`config.mk`:
```
export PLATFORM = sky130hd
export DESIGN_NAME = lfsr_run_ctrl_flat
export DESIGN_NICKNAME = d
export VERILOG_FILES = /design/src/rtl/lfsr_pkg.sv /design/src/rtl/lfsr_run_ctrl_if.sv /design/src/rtl/lfsr_run_ctrl_step_counter.sv /design/src/rtl/lfsr_run_ctrl.sv /design/src/flat_wrapper.sv
export SDC_FILE = /design/constraint.sdc
export NUM_CORES = 1
export LEC_CHECK = 0
export BUFFER_PORTS_ARGS = -buffer_cell sky130_fd_sc_hd__buf_2
export CELL_PAD_IN_SITES_DETAIL_PLACEMENT = 1
export CELL_PAD_IN_SITES_GLOBAL_PLACEMENT = 1
export CORE_MARGIN = 3
export CORE_UTILIZATION = 36
export CTS_BUF_LIST = sky130_fd_sc_hd__clkbuf_16
export DETAILED_ROUTE_END_ITERATION = 10
export PLACE_DENSITY = 0.75
export SLEW_MARGIN = 15
export SYNTH_ARGS = -nofsm -noshare
export SYNTH_HDL_FRONTEND = slang
export SYNTH_HIERARCHICAL = 1
export SYNTH_SLANG_ARGS = --single-unit
```
`constraint.sdc`:
```
create_clock -name clk -period 3.2 [get_ports clk]
set_input_delay 0 -clock clk [delete_from_list [all_inputs] [get_ports clk]]
set_output_delay 0 -clock clk [all_outputs]
set_load 0.1 [all_outputs]
```
`src/rtl/lfsr_pkg.sv`:
```
// Shared types, defaults and helpers for the LFSR characterisation
// run controller and its step counter.
package lfsr_pkg;

   localparam int DEF_LFSR_W       = 16;
   localparam int DEF_CNT_W        = 17;
   localparam int DEF_DRAIN_CYCLES = 2;

   typedef enum logic [2:0] {
      S_IDLE  = 3'd0,
      S_LOAD  = 3'd1,
      S_RUN   = 3'd2,
      S_DRAIN = 3'd3,
      S_DONE  = 3'd4
   } run_state_t;

   function automatic logic is_zero_seed(
      input logic [63:0] s
   );
      return s == 64'd0;
   endfunction

endpackage

```
`src/rtl/lfsr_run_ctrl_if.sv`:
```
// Bus between the run controller and the LFSR + MSB counter pair.
// master = controller side, slave = LFSR/counter side.
interface lfsr_run_ctrl_if
   import lfsr_pkg::*;
#(
   parameter int LFSR_W = DEF_LFSR_W,
   parameter int CNT_W  = DEF_CNT_W
);

   logic              lfsr_load;
   logic [LFSR_W-1:0] lfsr_seed;
   logic              lfsr_en;
   logic              max_tick;
   logic [LFSR_W-1:0] lfsr_state;
   logic [CNT_W-1:0]  count_in;

   modport master (
      output lfsr_load,
      output lfsr_seed,
      output lfsr_en,
      output max_tick,
      input  lfsr_state,
      input  count_in
   );

   modport slave (
      input  lfsr_load,
      input  lfsr_seed,
      input  lfsr_en,
      input  max_tick,
      output lfsr_state,
      output count_in
   );

endinterface

```
`src/rtl/lfsr_run_ctrl_step_counter.sv`:
```
// Saturating (W+1)-bit step counter with clear, enable and terminal flag.
// The terminal value 2^W is the only reachable value with the MSB set.
module step_counter
   import lfsr_pkg::*;
#(
   parameter int W = DEF_LFSR_W
) (
   input  logic       clk,
   input  logic       reset,
   input  logic       clr,
   input  logic       en,
   output logic [W:0] q,
   output logic       term
);

   assign term = q[W];

   always_ff @(posedge clk) begin
      if (reset || clr) begin
         q <= '0;
      end else if (en && !term) begin
         q <= q + (W+1)'(1);
      end
   end

endmodule

```
`src/rtl/lfsr_run_ctrl.sv`:
```
// Sequencer for one LFSR period measurement: load seed, step until the
// state returns to the seed, let the counter settle, latch the results.
module lfsr_run_ctrl
   import lfsr_pkg::*;
#(
   parameter int LFSR_W       = DEF_LFSR_W,
   parameter int CNT_W        = DEF_CNT_W,
   parameter int DRAIN_CYCLES = DEF_DRAIN_CYCLES
) (
   input  logic              clk,
   input  logic              reset,
   input  logic              start,
   input  logic              abort,
   input  logic [LFSR_W-1:0] seed,
   lfsr_run_ctrl_if.master   lb,
   output logic              busy,
   output logic              done,
   output logic [CNT_W-1:0]  result,
   output logic [LFSR_W:0]   steps,
   output logic              err
);

   localparam int DW = $clog2(DRAIN_CYCLES + 1);

   run_state_t        state;
   run_state_t        state_n;
   logic [LFSR_W-1:0] seed_q;
   logic [LFSR_W:0]   steps_q;
   logic              term;
   logic [DW-1:0]     dcnt;
   logic              dlast;
   logic              hit;
   logic              in_run;
   logic              kill;
   logic              accept;
   logic              zero_req;
   logic              run_en;
   logic              timeout;
   logic              latch;

   step_counter #(
      .W (LFSR_W)
   ) u_steps (
      .clk   (clk),
      .reset (reset),
      .clr   (accept),
      .en    (run_en),
      .q     (steps_q),
      .term  (term)
   );

   assign in_run = (state == S_LOAD) ||
                   (state == S_RUN) ||
                   (state == S_DRAIN);
   assign kill   = abort && in_run;
   assign hit    = (steps_q != '0) &&
                   (lb.lfsr_state == seed_q);
   assign dlast  = (dcnt == DW'(DRAIN_CYCLES - 1));

   always_ff @(posedge clk) begin
      if (reset) begin
         state <= S_IDLE;
      end else begin
         state <= state_n;
      end
   end

   always_comb begin
      state_n  = state;
      accept   = 1'b0;
      zero_req = 1'b0;
      run_en   = 1'b0;
      timeout  = 1'b0;
      latch    = 1'b0;
      unique case (state)
         S_IDLE: begin
            if (start) begin
               if (is_zero_seed(64'(seed))) begin
                  zero_req = 1'b1;
               end else begin
                  accept  = 1'b1;
                  state_n = S_LOAD;
               end
            end
         end
         S_LOAD: state_n = S_RUN;
         S_RUN: begin
            // hit wins over the timeout when both land together
            if (hit) begin
               state_n = S_DRAIN;
            end else if (term) begin
               timeout = 1'b1;
               state_n = S_DRAIN;
            end else begin
               run_en = 1'b1;
            end
         end
         S_DRAIN: begin
            if (dlast) begin
               latch   = 1'b1;
               state_n = S_DONE;
            end
         end
         S_DONE:  state_n = S_IDLE;
         default: state_n = S_IDLE;
      endcase
      if (kill) begin
         state_n = S_IDLE;
         timeout = 1'b0;
         latch   = 1'b0;
      end
   end

   always_ff @(posedge clk) begin
      if (reset) begin
         dcnt <= '0;
      end else if (state == S_DRAIN) begin
         dcnt <= dcnt + DW'(1);
      end else begin
         dcnt <= '0;
      end
   end

   always_ff @(posedge clk) begin
      if (reset) begin
         seed_q <= '0;
         err    <= 1'b0;
         result <= '0;
         steps  <= '0;
      end else begin
         if (accept) begin
            seed_q <= seed;
            err    <= 1'b0;
         end else if (zero_req || timeout) begin
            err <= 1'b1;
         end
         if (latch) begin
            result <= lb.count_in;
            steps  <= steps_q;
         end
      end
   end

   // counter has no reset of its own, so hold it clear through reset
   assign lb.max_tick  = reset || (state == S_LOAD);
   assign lb.lfsr_load = (state == S_LOAD);
   assign lb.lfsr_seed = seed_q;
   assign lb.lfsr_en   = run_en;
   assign busy         = in_run;
   assign done         = (state == S_DONE);

endmodule

```
`src/flat_wrapper.sv`:
```
// flat-port wrapper written by rule: the top's interface ports become plain ports
module lfsr_run_ctrl_flat import lfsr_pkg::*;
#(
   parameter int LFSR_W       = DEF_LFSR_W,
   parameter int CNT_W        = DEF_CNT_W,
   parameter int DRAIN_CYCLES = DEF_DRAIN_CYCLES
)
  (clk, reset, start, abort, seed, busy, done, result, steps, err, lb_lfsr_load, lb_lfsr_seed, lb_lfsr_en, lb_max_tick, lb_lfsr_state, lb_count_in);
  lfsr_run_ctrl_if #(.LFSR_W(LFSR_W), .CNT_W(CNT_W)) lb_i ();
  input  logic clk;
  input  logic reset;
  input  logic start;
  input  logic abort;
  input  logic [LFSR_W-1:0] seed;
  output logic busy;
  output logic done;
  output logic [CNT_W-1:0] result;
  output logic [LFSR_W:0] steps;
  output logic err;
  output wire logic [$bits(lb_i.lfsr_load)-1:0] lb_lfsr_load;
  output wire logic [$bits(lb_i.lfsr_seed)-1:0] lb_lfsr_seed;
  output wire logic [$bits(lb_i.lfsr_en)-1:0] lb_lfsr_en;
  output wire logic [$bits(lb_i.max_tick)-1:0] lb_max_tick;
  input wire logic [$bits(lb_i.lfsr_state)-1:0] lb_lfsr_state;
  input wire logic [$bits(lb_i.count_in)-1:0] lb_count_in;
  assign lb_lfsr_load = lb_i.lfsr_load;
  assign lb_lfsr_seed = lb_i.lfsr_seed;
  assign lb_lfsr_en = lb_i.lfsr_en;
  assign lb_max_tick = lb_i.max_tick;
  assign lb_i.lfsr_state = lb_lfsr_state;
  assign lb_i.count_in = lb_count_in;
  lfsr_run_ctrl #(.LFSR_W(LFSR_W), .CNT_W(CNT_W), .DRAIN_CYCLES(DRAIN_CYCLES)) u_core (.clk(clk), .reset(reset), .start(start), .abort(abort), .seed(seed), .lb(lb_i), .busy(busy), .done(done), .result(result), .steps(steps), .err(err));
endmodule
```
==> results of run 1 <==
==> power by group <==
| part | internal (mW) | total [mW] | leakage, nW | switching [mW] |
|---|---|---|---|---|
| registers | 0.974 | 1.05 | 0.597 | 0.0796 |
| clock network | 0.601 | 0.989 | 0.139 | 0.388 |
| logic | 0.273 | 0.988 | 1.18 | 0.715 |
| total | 1.85 | 3.03 | 1.91 | 1.18 |
==> flip-flops by register name (all words and copies together) (netlist names) <==
| register | flops |
|---|---|
| u_core/steps | 17 |
| u_core/result | 17 |
| u_core/dcnt | 2 |
| u_core/err | 1 |
| u_core/lb.lfsr_seed | 16 |
| u_core/u_steps/q | 17 |
| u_core/state | 3 |
==> cells in the mapped netlist (2+ instances only) <==
master,n,area (um^2)
a21oi_1,36,180
and2_1,2,12.5
and4_1,3,26.3
buf_2,3,15.0
clkbuf_1,15,56.3
dfxtp_1,73,1460
ha_1,2,25.0
inv_1,7,26.3
mux2i_1,17,170
nand2_1,74,278
nand3_1,2,10.0
nand4_1,10,62.6
nor2_1,42,158
nor3_1,9,45.0
nor3b_1,2,15.0
nor4_1,9,56.3
o21ai_0,2,10.0
or2_2,3,18.8
or3_1,2,12.5
xnor2_1,26,228
xor2_1,4,35.0
==> through the flow <==
stage / instance area [um^2] / setup slack (ns) / util / power [mW] / instances
2_1_floorplan: 3180 / 0.0600 / - / 1.85 / 367
3_3_place_gp: 3790 / 0.628 / 0.454 / 1.99 / 563
3_5_place_dp: 3790 / 0.520 / 0.454 / 2.01 / 563
4_1_cts: 4450 / 0.491 / 0.534 / 3.05 / 616
5_1_grt: 4450 / 0.314 / 0.534 / 3.16 / 616
6_report: 4450 / 0.509 / 0.534 / 3.03 / 616
==> layer usage <==
layer	vias up	part of all wire	track usage
li1	1520	-	-
met2	93	0.51	0.366
met3	21	0.054	0.0498
met4	0	0.026	0.0819
met1	1441	0.41	0.229
met5	-	0	0
==> worst max-delay path: cells and delay by family, from the launching register on <==
family	cells	cell delay, ns
AO/OA/AOI/OAI	2	0.66
flip-flops	1	0.36
AND/OR/NAND/NOR	6	1.60
==> kinds of logic after synthesis <==
kind of cell | synth area share
buffers and inverters | 0.0371
AOI/OAI and AO/OA | 0.0869
muxes | 0.0590
and+or+nand+nor | 0.260
xor gates and xnor gates | 0.0837
adders and majority gates | 0.00797
DFF | 0.466
==> final timing paths <==
check                                      endpoint                        startpoint
setup / recovery  u_core/u_steps/q[13]$_SDFFE_PP0P_  u_core/u_steps/q[0]$_SDFFE_PP0P_
hold / removal              u_core/err$_SDFFE_PP0P_                             start
setup reg to reg  u_core/u_steps/q[13]$_SDFFE_PP0P_  u_core/u_steps/q[0]$_SDFFE_PP0P_
hold reg to reg           u_core/dcnt[0]$_SDFF_PP0_         u_core/dcnt[0]$_SDFF_PP0_
==> layout make-up <==
class | instances | area (um^2)
well taps | 105 | 131
clock buffers | 9 | 225
multi-input cells | 267 | 1580
flip-flops and latches | 73 | 1480
repair buffers | 148 | 933
inverters | 7 | 26.3
fillers | 1000 | 3890
clock inverters | 7 | 70.1
==> metrics, run 1 <==
Setup Viol. Count Final=0; ratio of cells with drive above 1 in the final layout=0.307; Routed wire per std cell=15.4 um; Synth Instances=367; gpl congestion=0.755; # IOs=109; DRC=0; R2R depth=8; antenna violations before repair=0; Hold WC Path Type=in2reg; vias=3,075; nets@finish=561; post-route minimum period=2.69 ns; die width=99.4 um; synthesis-to-layout area growth=41.8%; Total GRT Usage=0.203; most frequent cells in the layout=108 x buf_2, 74 x nand2_1, 57 x dfxtp_1; Longest Clk Path Bufs=2; crit path cell chain=nor4_1 -> nand4_1 -> o41ai_1 -> nor3b_4 -> nand3b_4 -> or2_0 -> or3_1 -> a21oi_1; CTS root buffer=clkbuf_16; Primary FF master, synth=dfxtp_1; worst reg-to-reg setup slack=0.51 ns; commonest non-fill, non-tap cell in the layout=buf_2; Slew Limit Fails=0; Resized cells post-CTS=0; setup total negative slack=0 ns; final hold violations=0; cts hold-fix bufs=37; H-tree Lvls=3; max-cap viol count=0; Leak Pwr=1.91 nW; die area=9880 um^2; Initial Util=0.376; diode count=0; peak supply drop=0.595 mV; RSZ-0062 raised after global routing=no; Hold Path Depth=3; Yosys warning count=6; number of flops mapped to enable cells by yosys=0; Crit Path Class=reg2reg; Slew HR=0.595; #FFs+latches synth=73; Rows=33; global-route wire length before repair=16,200 um; CP arrival=2.95 ns; DR pass1 iterations=4; Die H=99.4 um; critical path's largest stage delay=0.52 ns; Net Count, Synth=422; vias per cell=4.99; Syn Area/Cell=8.55 um^2; fin crit share=0.841; clk sinks=73; Reg clk slew, reported paths=0.06 ns; Final ANT Viol Nets=0; CP max-delay cell=o41ai_1; # port buffers=108; Worst EP required=3.46 ns; Max Clk Rate=0.372 GHz; Post-Syn Area=3140 um^2; Core Footprint=8340 um^2; crit end category=flip-flop; Power per Cell Area=681 nW/um^2; outcome=finished clean; final wirelength=9500 um; Iter 0 DRT Violations=68; dpl hpwl=6510 um; Worst setup SP type=flip-flop; GRT overflow=0; worst slew pin tran=0.600 ns; TritonCTS Buffers=9; Async S/R FF share, synth=0; vias in the first global route=3,354; hold slack=0.0500 ns; CTS tree=built; sequential cell area fraction in the yosys report=0.466; Setup Fix Bufs, Post-CTS=0; worst-skew pair later-pin latency=0.33 ns; largest net degree at the start of global routing=49; Worst Path Max Fanout=6; Setup Skew=0.00804 ns; Yosys cell types=45
No activity file was read; power rests on OpenSTA's default activity.
==> run 2, diff against run 1 <==
Clock period 3.2 ns to 2.5 ns, I/O delays scaled along.
==> metrics, run 2 (same netlist as run 1, synthesis figures left out) <==
worst-skew pair later-pin latency=0.33 ns; Total GRT Usage=0.216; die area=9880 um^2; worst reg-to-reg setup slack=-0.06 ns; GRT overflow=0; Routed wire per std cell=17.5 um; commonest non-fill, non-tap cell in the layout=buf_2; r2r startpoint=u_core/u_steps/q[9]$_SDFFE_PP0P_; CP arrival=2.81 ns; hold slack=0.0205 ns; final worst slack=-0.0616 ns; clk sinks=73; Placed Cells incl. Taps=574; dpl ws=-0.0886 ns; max-cap viol count=0; global-route wire length before repair=17,000 um; Worst Path Max Fanout=5; Hold Path Depth=3; Reg clk slew, reported paths=0.06 ns; FF-to-FF End=u_core/u_steps/q[13]$_SDFFE_PP0P_; synthesis-to-layout area growth=48.1%; TritonCTS Buffers=9; DRC=0; worst slew pin tran=0.552 ns; hold path startpoint=start; Longest Clk Path Bufs=2; Slew Limit Fails=0; ratio of cells with drive above 1 in the final layout=0.347; Worst setup SP type=flip-flop; die width=99.4 um; Leak Pwr=2.03 nW; diode count=0; crit path cell chain=nor4_4 -> nand4_1 -> o41ai_4 -> nor3b_4 -> nand3b_4 -> or2_1 -> or3_1 -> a21oi_2; Hold WC Path Type=in2reg; Iter 0 DRT Violations=69; most frequent cells in the layout=108 x buf_2, 74 x nand2_1, 52 x dfxtp_1; Setup Skew=0.00679 ns; Final ANT Viol Nets=0; Largest regs=u_core/result: 17 flops, u_core/steps: 17 flops, u_core/u_steps/q: 17 flops; # port buffers=108; Buf/Inv on CP=0; Worst EP required=2.75 ns; # IOs=109; Core Footprint=8340 um^2; peak supply drop=0.597 mV; crit end category=flip-flop; final wirelength=11,000 um; dpl hpwl=6650 um; fin crit share=1.02; largest net degree at the start of global routing=51; CP max-delay cell=or3_1; Rows=33; Initial Util=0.376; H-tree Lvls=3; R2R depth=8; antenna violations before repair=0; Worst Hold Path EP=u_core/err$_SDFFE_PP0P_; failing checks=setup timing; Power per Cell Area=850 nW/um^2; gpl congestion=0.814; post-route minimum period=2.56 ns; vias in the first global route=3,402; CTS root buffer=clkbuf_16; CP Depth=8; vias per cell=5.07; Die H=99.4 um; outcome=complete, but fails checks; Slew HR=0.632; nets@finish=571; Crit Path Class=reg2reg; setup total negative slack=-0.0766 ns; vias=3,175; Largest delay share family, worst path=simple AND/OR/NAND/NOR gates; Setup Viol. Count Final=4; non-filler cells in the finished layout=626; Max Clk Rate=0.390 GHz; CTS tree=built; critical path's largest stage delay=0.39 ns; DR pass1 iterations=4; final hold violations=0
## run 2: changes by cell type in the layout (fill, tap and decap cells not counted), sizes merged
cell,before,now
dlygate4sd3,37,35
clkinvlp,3,0
buf,111,123
clkbuf,9,10
clkinv,1,3
## run 2: what timing repair did
| item | CTS | global route |
|---|---|---|
| pin swaps | 0 | 7 |
| hold endpoints to repair | 35 | 0 |
| hold buffers | 35 | 0 |
| endpoints found under the setup margin | 8 | 9 |
| resized for setup | 2 | 7 |
| buffers inserted | 0 | 1 |
## run 2: layout make-up
cell class | instances | area [um^2]
fillers | 1014 | 3690
well taps | 105 | 131
clock buffers | 10 | 250
inverters | 7 | 26.3
multi-input cells | 267 | 1650
repair buffers | 158 | 1000
clock inverters | 6 | 53.8
flip-flops and latches | 73 | 1530
## run 2: worst register-to-register path, cell delays in order, from the launching register on
cell and delay (ns):
dfxtp_4 0.37, nor4_4 0.36, nand4_1 0.19, o41ai_4 0.35, nor3b_4 0.32, nand3b_4 0.13
or2_1 0.25, or3_1 0.39, a21oi_2 0.14
## run 2: per-layer routing
| metal | track usage | share of wire | vias up |
|---|---|---|---|
| li1 | - | - | 1548 |
| met1 | 0.248 | 0.40 | 1519 |
| met2 | 0.387 | 0.53 | 90 |
| met3 | 0.0582 | 0.049 | 18 |
| met4 | 0.0683 | 0.019 | 0 |
| met5 | 0 | 0 | - |
## run 2: stage by stage
stage / utilization / instance area (um^2) / total power, mW
4_1_cts: 0.553 / 4610 / 3.95
3_3_place_gp: 0.472 / 3940 / 2.57
2_1_floorplan: - / 3250 / 2.38
6_report: 0.558 / 4650 / 3.95
5_1_grt: 0.558 / 4650 / 4.11
3_5_place_dp: 0.472 / 3940 / 2.60
## run 2: worst max path at each step
| stage | to | from | slack, ns |
|---|---|---|---|
| finish | u_core/u_steps/q[13]$_SDFFE_PP0P_ | u_core/u_steps/q[9]$_SDFFE_PP0P_ | -0.06 |
| global route | u_core/u_steps/q[13]$_SDFFE_PP0P_ | u_core/u_steps/q[9]$_SDFFE_PP0P_ | -0.13 |
| CTS | u_core/u_steps/q[13]$_SDFFE_PP0P_ | u_core/u_steps/q[12]$_SDFFE_PP0P_ | 0.008 |
| detailed placement | u_core/u_steps/q[13]$_SDFFE_PP0P_ | u_core/u_steps/q[12]$_SDFFE_PP0P_ | -0.09 |
| global placement | u_core/u_steps/q[13]$_SDFFE_PP0P_ | u_core/u_steps/q[12]$_SDFFE_PP0P_ | 0.11 |
| floorplan | u_core/u_steps/q[13]$_SDFFE_PP0P_ | u_core/u_steps/q[16]$_SDFFE_PP0P_ | -0.45 |
## run 2: power by group
| part | internal [mW] | switching [mW] | leakage [nW] |
|---|---|---|---|
| Sequential | 1.25 | 0.100 | 0.605 |
| Clock | 0.824 | 0.490 | 0.155 |
| Combinational | 0.358 | 0.929 | 1.27 |
| Total | 2.43 | 1.52 | 2.03 |
==> run 3, diff against run 2 <==
Settings changed: ABC_AREA set to 1, CAP_MARGIN set to 20, CORE_UTILIZATION 36 to 35.
==> metrics, run 3 <==
vias=3,682; ratio of cells with drive above 1 in the final layout=0.288; H-tree Lvls=3; GRT overflow=0; DR pass1 iterations=4; Longest Clk Path Bufs=2; commonest non-fill, non-tap cell in the layout=buf_2; gpl congestion=0.801; Hold WC Path Type=in2reg; Gate power share=0.390; Routed wire per std cell=14.7 um; Synth top cells by count=96 x nand2_1, 86 x inv_1, 73 x dfxtp_1, 58 x nor2_1, 42 x a21oi_1; vias per cell=4.79; diode count=0; synthesis-to-layout area growth=37.8%; post-route minimum period=2.16 ns; Power per Cell Area=910 nW/um^2; worst-skew pair later-pin latency=0.33 ns; Synth area leaders=dfxtp_1 42%, nand2_1 10%, inv_1 9.3%; Async S/R FF share, synth=0; Core Footprint=9460 um^2; largest family of logic cells by synthesized area=simple AND/OR/NAND/NOR gates; Worst EP required=2.70 ns; # port buffers=108; Initial Util=0.368; Seq pwr share=0.323; Yosys cell types=29; Clk pwr share=0.287; net switching power=1.94 mW; hold slack=-0.00446 ns; Pwr Total=4.36 mW; Setup Viol. Count Final=0; Synth area leader=dfxtp_1; CTS root buffer=clkbuf_16; antenna violations before repair=0; Leak Pwr=2.18 nW; Die H=106 um; met1 WL=4700 um; Total GRT Usage=0.207; r2r startpoint=u_core/state[2]$_SDFFE_PP0P_; DRC=0; peak supply drop=0.458 mV; Net Count, Synth=552; max-cap viol count=0; fin crit share=0.866; R2R depth=8; CP Launch Point=u_core/state[2]$_SDFFE_PP0P_; final wirelength=11,300 um; CTS tree=built; Internal=2.42 mW; Reg clk slew, reported paths=0.06 ns; clk sinks=73; cell with the most instances after synthesis=nand2_1; setup total negative slack=0 ns; vias in the first global route=3,891; max layer used=met4; Slew Limit Fails=0; outcome=complete, but fails checks; Iter 0 DRT Violations=88; largest net degree at the start of global routing=37; RSZ-0062 raised after global routing=no; nets@finish=690; TritonCTS Buffers=9; Hold Path Depth=3; worst slew pin tran=0.601 ns; global-route wire length before repair=18,800 um; die width=106 um; crit end category=flip-flop; die area=11,200 um^2; most frequent cells in the layout=108 x buf_2, 96 x nand2_1, 87 x inv_1; Synth Area in XOR/XNOR=0.00503; sw frac=0.444; # IOs=109; hold path startpoint=seed[15]; Setup Skew=0.00839 ns; Max Clk Rate=0.462 GHz; met2 wire length=6040 um; WL met3=321 um; failing checks=hold timing; post-synthesis simple-gate area fraction=0.242; final hold violations=1; Crit Path Class=reg2reg; Primary FF master, synth=dfxtp_1; Yosys warning count=6; Synth Area in Adders=0.00719; Synth Instances=497; Rows=35; Final ANT Viol Nets=0; Worst Path Max Fanout=30; Syn Area/Cell=7.00 um^2; #FFs+latches synth=73; sequential cell area fraction in the yosys report=0.420; compound-cell area share of the yosys netlist=0.199; Worst setup SP type=flip-flop; post-synthesis mux area share=0; Largest regs=u_core/result: 17 flops, u_core/steps: 17 flops, u_core/u_steps/q: 17 flops; number of flops mapped to enable cells by yosys=0; top cell type's share of synthesized area=0.420; Slew HR=0.599; Post-Syn Area=3480 um^2; dpl hpwl=7570 um; CP arrival=2.36 ns
run 3: cell types whose count changed in the layout (fill, tap and decap cells not counted), moves of 15 or more:
cell / before / now
o21ai_1: 0 / 27
nand2_1: 74 / 96
mux2i_1: 17 / 0
nor2_1: 42 / 57
inv_1: 7 / 87
o21ai_0: 2 / 27
xnor2_1: 26 / 0
a21oi_2: 1 / 21
run 3: logic make-up after synthesis:
logic type / Yosys count
DFF: 73
and+or+nand+nor: 193
xor gates and xnor gates: 2
buffers and inverters: 106
AOI/OAI and AO/OA: 121
adders and majority gates: 2
run 3: repair_timing:
action                                  CTS  global route
hold buffers                             31             0
resized for setup                         0             1
setup buffers                             0             0
hold endpoints to repair                 30             0
endpoints found under the setup margin    0             1
run 3: area by class of cell:
cell class                 count  area, um^2
timing repair buffer         144         901
sequential                    73        1520
fill                        1263        4660
multi-input combinational    318        1590
clock buffer                   9         225
inverter                      89         338
tap                          129         161
clock inverter                 7        62.6
run 3: stage by stage:
| step | cell area [um^2] | cells | hold WS, ns | setup slack, ns | utilization |
|---|---|---|---|---|---|
| floorplan | 3550 | 497 | 0.0594 | 0.0295 | - |
| global placement | 4200 | 722 | 0.180 | 0.458 | 0.444 |
| detailed placement | 4200 | 722 | 0.184 | 0.406 | 0.444 |
| CTS | 4790 | 769 | 0.000526 | 0.233 | 0.507 |
| global route | 4800 | 769 | 0.0121 | 0.0877 | 0.507 |
| finish | 4800 | 769 | -0.00446 | 0.336 | 0.507 |
run 3: routing by layer:
layer,up-vias,GRT usage
met5,-,0
met4,0,0.0768
met3,20,0.0349
met2,71,0.387
met1,1749,0.234
li1,1842,-
run 3: path summary, 6_finish.rpt:
path	endpoint	slack, ns
worst max-delay path	u_core/result[9]$_SDFFE_PP0P_	0.34
worst min-delay path	u_core/lb.lfsr_seed[15]$_SDFFE_PP0P_	-0.004
worst max register to register	u_core/result[9]$_SDFFE_PP0P_	0.34
worst min register to register	u_core/dcnt[0]$_SDFF_PP0_	0.42
run 3: power by group through the flow:
stage | Sequential [mW] | Clock (mW) | Combinational [mW]
after floorplan | 2.01 | 0 | 0.763
after global placement | 1.43 | 0 | 1.62
after detailed placement | 1.44 | 0 | 1.65
after CTS | 1.41 | 1.28 | 1.69
after global routing | 1.43 | 1.34 | 1.82
final | 1.41 | 1.25 | 1.70
run 3: worst max-delay path, stage by stage (launching register included):
cell	delay, ns
dfxtp_1	0.39
inv_1	0.09
nand3_1	0.18
nand3_2	0.13
nand2_2	0.10
nand3_4	0.29
buf_4	0.35
o21ai_0	0.40
a21oi_2	0.08
